`config.mk`:
```
export PLATFORM = sky130hd
export DESIGN_NAME = mem_stage_ctrl
export DESIGN_NICKNAME = d
export VERILOG_FILES = /design/src/rtl/mipu_pkg.sv /design/src/rtl/mem_timeout_cnt.sv /design/src/rtl/mem_stage_ctrl.sv
export SDC_FILE = /design/constraint.sdc
export NUM_CORES = 1
export LEC_CHECK = 0
export CORE_MARGIN = 10
export CORE_UTILIZATION = 44
export DETAILED_ROUTE_END_ITERATION = 12
export PLACE_DENSITY_LB_ADDON = 0.12
export REMOVE_ABC_BUFFERS = 1
export SLEW_MARGIN = 5
export SYNTH_ARGS = -nofsm -noshare
export SYNTH_HDL_FRONTEND = slang
export SYNTH_SLANG_ARGS = --single-unit
```
`constraint.sdc`:
```
create_clock -name clock_i -period 3.4 [get_ports clock_i]
set_input_delay 0.34 -clock clock_i [delete_from_list [all_inputs] [get_ports clock_i]]
set_output_delay 0.34 -clock clock_i [all_outputs]
set_load 0.02 [all_outputs]
```
`src/rtl/mipu_pkg.sv`:
```
// Shared Mipu core definitions: instruction opcode field, memory opcodes,
// the NOP encoding and the MEM-stage FSM state encoding.
package mipu_pkg;

    localparam int OP_W = 5;

    localparam logic [OP_W-1:0] OP_NOP   = 5'b00000;
    localparam logic [OP_W-1:0] OP_LOAD  = 5'b01000;
    localparam logic [OP_W-1:0] OP_STORE = 5'b01001;

    typedef enum logic {
        ST_IDLE = 1'b0,
        ST_BUSY = 1'b1
    } mem_state_e;

endpackage

```
`src/rtl/mem_timeout_cnt.sv`:
```
// BUSY-cycle watchdog for the MEM stage; expire_o is high during the LIMIT-th
// enabled cycle after a clear. Only instantiated when MEM_TIMEOUT_EN is defined.
module mem_timeout_cnt #(
    parameter int LIMIT = 255
) (
    input  logic clock_i,
    input  logic reset_i,
    input  logic clear_i,
    input  logic enable_i,
    output logic expire_o
);

    localparam int CW = $clog2(LIMIT + 1);

    logic [CW-1:0] cnt_q, cnt_d;

    assign expire_o = enable_i && (cnt_q == CW'(LIMIT - 1));

    always_comb begin
        cnt_d = cnt_q;
        if (clear_i) begin
            cnt_d = '0;
        end else if (enable_i && !expire_o) begin
            cnt_d = cnt_q + CW'(1);
        end
    end

    always_ff @(posedge clock_i or posedge reset_i) begin
        if (reset_i) begin
            cnt_q <= '0;
        end else begin
            cnt_q <= cnt_d;
        end
    end

endmodule

```
`src/rtl/mem_stage_ctrl.sv`:
```
// Mipu MEM stage: ALU pass-through, D-cache load hits, stalling req/ack memory access.
// Define MEM_TIMEOUT_EN to add a BUSY watchdog that ends the access with bus_err.
module mem_stage_ctrl
    import mipu_pkg::*;
#(
    parameter int DATA_W      = 16,
    parameter int ADDR_W      = 16,
    parameter int IR_W        = 16,
    parameter int TIMEOUT_CYC = 255
) (
    input  logic              clock_i,
    input  logic              reset_i,
    input  logic              run_i,
    input  logic [IR_W-1:0]   mem_ir_i,
    input  logic [DATA_W-1:0] alu_res_i,
    input  logic [DATA_W-1:0] store_data_i,
    input  logic              cache_hit_i,
    input  logic [DATA_W-1:0] cache_data_i,
    output logic              d_req_o,
    output logic              d_we_o,
    output logic [ADDR_W-1:0] d_addr_o,
    output logic [DATA_W-1:0] d_wdata_o,
    input  logic [DATA_W-1:0] d_rdata_i,
    input  logic              d_ack_i,
    output logic              stall_o,
    output logic [IR_W-1:0]   wb_ir_o,
    output logic [DATA_W-1:0] wb_data_o,
    output logic              wb_valid_o,
    output logic              bus_err_o
);

    mem_state_e        state_q, state_d;
    logic              d_req_q, d_req_d;
    logic              d_we_q, d_we_d;
    logic [ADDR_W-1:0] d_addr_q, d_addr_d;
    logic [DATA_W-1:0] d_wdata_q, d_wdata_d;
    logic [IR_W-1:0]   wb_ir_q, wb_ir_d;
    logic [DATA_W-1:0] wb_data_q, wb_data_d;
    logic              wb_valid_q, wb_valid_d;
    logic              bus_err_q, bus_err_d;

    logic [OP_W-1:0]   opcode;
    logic              is_load, is_store, need_mem;
    logic              timeout, mem_done;

    assign opcode   = mem_ir_i[IR_W-1 -: OP_W];
    assign is_load  = (opcode == OP_LOAD);
    assign is_store = (opcode == OP_STORE);
    assign need_mem = is_store || (is_load && !cache_hit_i);

`ifdef MEM_TIMEOUT_EN
    mem_timeout_cnt #(
        .LIMIT(TIMEOUT_CYC)
    ) u_timeout (
        .clock_i (clock_i),
        .reset_i (reset_i),
        .clear_i (state_q != ST_BUSY),
        .enable_i(state_q == ST_BUSY),
        .expire_o(timeout)
    );
`else
    // TIMEOUT_CYC only matters when the watchdog is built in.
    logic unused_timeout_cfg;
    assign unused_timeout_cfg = ^TIMEOUT_CYC;
    assign timeout = 1'b0;
`endif

    assign mem_done = d_ack_i || timeout;

    always_ff @(posedge clock_i or posedge reset_i) begin
        if (reset_i) begin
            state_q    <= ST_IDLE;
            d_req_q    <= 1'b0;
            d_we_q     <= 1'b0;
            d_addr_q   <= '0;
            d_wdata_q  <= '0;
            wb_ir_q    <= '0;
            wb_data_q  <= '0;
            wb_valid_q <= 1'b0;
            bus_err_q  <= 1'b0;
        end else begin
            state_q    <= state_d;
            d_req_q    <= d_req_d;
            d_we_q     <= d_we_d;
            d_addr_q   <= d_addr_d;
            d_wdata_q  <= d_wdata_d;
            wb_ir_q    <= wb_ir_d;
            wb_data_q  <= wb_data_d;
            wb_valid_q <= wb_valid_d;
            bus_err_q  <= bus_err_d;
        end
    end

    always_comb begin
        state_d = state_q;
        case (state_q)
            ST_IDLE: if (run_i && need_mem) state_d = ST_BUSY;
            ST_BUSY: if (mem_done) state_d = ST_IDLE;
            default: state_d = ST_IDLE;
        endcase
    end

    always_comb begin
        stall_o    = 1'b0;
        d_req_d    = d_req_q;
        d_we_d     = d_we_q;
        d_addr_d   = d_addr_q;
        d_wdata_d  = d_wdata_q;
        wb_ir_d    = wb_ir_q;
        wb_data_d  = wb_data_q;
        wb_valid_d = wb_valid_q;
        bus_err_d  = 1'b0;
        case (state_q)
            ST_IDLE: begin
                if (run_i && need_mem) begin
                    // Launch the access and push a NOP bubble into WB meanwhile.
                    stall_o    = 1'b1;
                    d_req_d    = 1'b1;
                    d_we_d     = is_store;
                    d_addr_d   = ADDR_W'(alu_res_i);
                    d_wdata_d  = store_data_i;
                    wb_ir_d    = '0;
                    wb_valid_d = 1'b0;
                end else if (run_i) begin
                    wb_ir_d    = mem_ir_i;
                    wb_data_d  = is_load ? cache_data_i : alu_res_i;
                    wb_valid_d = 1'b1;
                end
            end
            ST_BUSY: begin
                stall_o = !mem_done;
                if (mem_done) begin
                    // The latched write flag tells load from store; a timed-out load returns all ones.
                    d_req_d    = 1'b0;
                    wb_ir_d    = mem_ir_i;
                    wb_valid_d = 1'b1;
                    wb_data_d  = d_we_q ? alu_res_i : (d_ack_i ? d_rdata_i : '1);
                    bus_err_d  = timeout && !d_ack_i;
                end
            end
            default: ;
        endcase
    end

    assign d_req_o    = d_req_q;
    assign d_we_o     = d_we_q;
    assign d_addr_o   = d_addr_q;
    assign d_wdata_o  = d_wdata_q;
    assign wb_ir_o    = wb_ir_q;
    assign wb_data_o  = wb_data_q;
    assign wb_valid_o = wb_valid_q;
    assign bus_err_o  = bus_err_q;

endmodule
```
**After elaboration in Yosys (flattened, before gate mapping)**

Cells that the tools add are included.

- Register bits: 68
- Output and inout port bits: 69

- Bitwise gates (word level): 1
- Reductions and logical operators: 9
- Equality and inequality tests: 7
- Muxes and demuxes: 21

Operators by type and width:

| cell | number |
|---|---|
| two-way mux 16 bit | 8 |
| one-hot mux 16 bit (2 select lines) | 2 |
| == test 5 x 4 -> 1 bit (second input constant) | 2 |
| != test 2 bit (second input constant) | 4 |
| one-hot mux 1 bit (2 select lines) | 4 |
| two-way mux 1 bit | 7 |
| AND reduction 2 bit | 3 |
| != test 3 bit (second input constant) | 1 |
| AND reduction 3 bit | 1 |
| logical AND 1 bit | 2 |
| logical NOT 1 bit | 2 |
| logical OR 1 bit | 1 |
| NOT 1 bit | 1 |

**Logic depth before layout (Yosys ltp)**

Gate-level depths: netlist of the first run.

- Depth after elaboration: 6
- Mapped depth: 6
- Mapped depth without buffers: 4

**Least setup slack after synthesis of the first run**

Ideal clock, no wire load.

- Kind: input-to-output
- Start: input mem_ir_i[12]
- End: output stall_o
- Path buffers: 2
- Data arrival time: 1.809 ns
- Stages on the path: 5
- Slack: 1.251 ns
- Cell sequence: or4b_4 > or3_1 > buf_4 > buf_6 > o21ai_0

- Longest elaborated chain between the ends: 6
- Elaborated cells on any way between the ends: 7
- Classes of those cells: eq/ne: 2; mux: 2; reduce/logical: 3

RTL lines:

| what | RTL line | RTL |
|---|---|---|
| start, declared | mem_stage_ctrl.sv:14 | `input logic [IR_W-1:0] mem_ir_i,` |
| == test 5 x 4 -> 1 bit | mem_stage_ctrl.sv:47 | `assign is_load = (opcode == OP_LOAD);` |
| logical AND 1 bit | mem_stage_ctrl.sv:49 | `assign need_mem = is_store \|\| (is_load && !cache_hit_i);` |
| logical OR 1 bit (*) | mem_stage_ctrl.sv:49 |  |
| logical AND 1 bit (*) | mem_stage_ctrl.sv:115 | `if (run_i && need_mem) begin` |
| two-way mux 1 bit (*) | mem_stage_ctrl.sv:115 |  |
| one-hot mux 1 bit (2 select lines) (*) | mem_stage_ctrl.sv:113 | `case (state_q)` |
| end, declared | mem_stage_ctrl.sv:25 | `output logic stall_o,` |

Mark *: on every way between the ends. The rest lies on a longest branch, timed or not.

**Final worst setup path of the first run**

Ends and elaborated chain as after synthesis.

==> results.cfg, run 1 <==
[routing]
via_count = 2526
drc = 0
wl_um = 9510
wl_per_cell_um = 19.1
drtAntennaViolNets = 0
drt_iter0_drc = 83
viasPerCell = 5.07
firstDrtPassIters = 4

[power_and_ir_drop]
p_per_area_nw_per_um2 = 560
ir_worst_vdd_mv = 0.275
total_power_uw = 2790
power_leakage_uw = 0.00229

[cts]
cts_resized = 0
clk_path_buf_depth = 2
cts_setup_buffers = 0
clk_pin_slew_worst_paths_ns = 0.08
holdBufCountCts = 0
numCtsBuffers = 9
clockRootBuffer = clkbuf_8
worstSkewPairLatency_ns = 0.34
cts_sinks = 68
cts-htree-levels = 3
cts_tree = done

[placed_design]
place_hpwl_um = 7140
gp_congestion = 0.754
placed_area_sq_um = 4720
portBuffers = 152

[finish]
syn2layout_area_growth_pct = 60.1
fin_area_sq_um = 4980
n_antenna_cell = 0
final_nets = 482
num-fill-cells = 493
final_layout_size_suffix_gt1_share_pct = 15.7

[timing]
rsz0062_at_grt = no
final.setup.tns_ns = 0
period_minus_slack_ns = 2.98
hold_violations = 0
tightest_slew_ns = 0.952
fin_crit_sh_pct = 87.8
finalMaxSlewViolations = 0
max_freq_mhz = 335
setup_violations = 0
maxSlewHeadroom_pct = 36.6
clock_skew_ns = 0.00861

[synthesis]
synth.distinct_cells = 26
netlist_instances = 244
yosys_warnings = 0
avgSynthCellArea_sq_um = 12.7
synth_area_leaders = dfrtp_1 55%, mux2_4 14%, mux2i_1 3.9%
synth_area_sq_um = 3110
synth_area_leader_cell = dfrtp_1
yosys_register_bits = 68
ys_seq_area_share_pct = 54.7
yosysTopAreaCellShare_pct = 54.7

[worst_setup_path]
r2r_end = wb_ir_o[6]$_DFFE_PP0P_
rr_startpoint = state_q$_DFF_PP0_
reg2regPathDepth = 5
cp_max_fo = 3
r2r_setup_slack_ns = 1.30
required_ns = 3.06
critPathArrivalTime_ns = 2.64
crit_type = in2out
crit_path_start_kind = input pin
end_kind = primary output
critPathLaunch = mem_ir_i[12]
crit_end = stall_o

[global_route]
antenna_found_initial = 0
grt_overflow = 0
grt_pass1_vias = 2828
grt_max_degree = 36
grt_pass1_wl_um = 15400
grt_usage_pct = 17.5

[die]
ioPinCount = 154
dieHeight_um = 104
num_rows = 30
start_util_pct = 45.5
die-area_sq_um = 10800
coreArea_sq_um = 6830
die_x_um = 104

[run_status]
status = complete, no violations

[flow_run]
max_cap_violations = 0

[worst_hold_path]
hold_path.class = in2async
registers in the layout, indices dropped and copies added (netlist names):
name / cells
d_wdata_o: 16
d_we_o: 1
d_req_o: 1
wb_data_o: 16
wb_valid_o: 1
d_addr_o: 16
state_q: 1
wb_ir_o: 16
metrics by stage:
| step | hold WS [ns] | std cells | worst slack [ns] | util, % |
|---|---|---|---|---|
| detailed placement | 0.465 | 482 | 0.422 | 69.1 |
| floorplan | 0.473 | 228 | 0.626 | - |
| global route | 0.498 | 498 | 0.332 | 72.9 |
| finish | 0.432 | 498 | 0.416 | 72.9 |
| CTS | 0.460 | 498 | 0.409 | 72.9 |
| global placement | 0.458 | 482 | 0.448 | 69.1 |
layout make-up:
class	count	area, sq um	area share (%)
Timing Repair Buffer	158	1580	31.7
Sequential cell	68	1700	34.2
Multi-Input combinational cell	158	1310	26.3
Inverter	2	7.51	0.151
Tap cell	96	120	2.41
Clock inverter	5	106	2.14
Clock buffer	11	151	3.04
routing by layer:
| layer | wire length [um] | track usage [%] | vias up | share of wire, % |
|---|---|---|---|---|
| met5 | 0 | 0 | - | 0 |
| met4 | 138 | 5.07 | 0 | 1.5 |
| met3 | 861 | 8.12 | 13 | 9.1 |
| met2 | 4570 | 28.5 | 102 | 48 |
| met1 | 3940 | 20.3 | 1247 | 41 |
| li1 | - | - | 1164 | - |
cell usage in the layout (no fill, tap or decap), drive strengths merged, types with 6 or more instances in the layout:
master	instances
clkdlybuf4s50	152
dfrtp	68
mux2	36
nand2	25
o31ai	17
nand2b	15
mux2i	12
nor2	12
a22o	12
clkbuf	11
nor2b	10
buf	6
synth_stat cells:
cell / n
clkbuf_1: 9
mux2i_1: 12
nor4b_1: 1
buf_4: 2
nor2b_1: 10
mux2_2: 8
buf_6: 4
conb_1: 1
a211oi_1: 4
nand3_1: 1
a22o_1: 12
dfrtp_1: 68
nand2b_1: 15
nor2_1: 12
a21oi_1: 1
inv_1: 2
mux2_4: 28
o31ai_2: 1
o31ai_1: 16
o21ai_0: 3
and2_4: 1
a221oi_1: 4
nand2_1: 25
or3_1: 2
buf_2: 1
or4b_4: 1
logic make-up after synthesis:
kind of cell,share of synthesized area (%)
mux,20.3
flops,54.7
simple gates,11.1
buf+inv,3.42
other cells,0.121
compound gates,10.4
how the worst min path moves through the flow:
stage | to | slack, ns
floorplan | d_we_o$_DFFE_PP0P_ | 0.47
global placement | wb_data_o[12]$_DFFE_PP0P_ | 0.46
CTS | wb_ir_o[9]$_DFFE_PP0P_ | 0.46
global route | wb_ir_o[9]$_DFFE_PP0P_ | 0.50
detailed placement | wb_data_o[8]$_DFFE_PP0P_ | 0.46
finish | wb_ir_o[9]$_DFFE_PP0P_ | 0.43
worst max-delay path, stage by stage:
cell and delay, ns:
clkdlybuf4s50_1 0.44, or4b_4 0.58, or3_2 0.50, o21ai_0 0.12
clkdlybuf4s50_1 0.66
report_power, final:
part / switching, uW / total (uW) / leakage [uW] / internal (uW)
combinational: 391 / 891 / 0.00132 / 501
clock: 319 / 849 / 0.000126 / 530
sequential: 90.7 / 1050 / 0.000837 / 956
total: 800 / 2790 / 0.00229 / 1990
Note: power is estimated with default switching activity, not from simulation.
==> run 2: changes to the inputs <==
--- a/config.mk
+++ b/config.mk
@@ -8,6 +8,7 @@
 export CORE_MARGIN = 10
 export CORE_UTILIZATION = 44
 export DETAILED_ROUTE_END_ITERATION = 12
+export HOLD_SLACK_MARGIN = 0.12
 export PLACE_DENSITY_LB_ADDON = 0.12
 export REMOVE_ABC_BUFFERS = 1
 export SLEW_MARGIN = 5
==> results of run 2 <==
The final DEF is identical to that of run 1; final timing and power are the same.
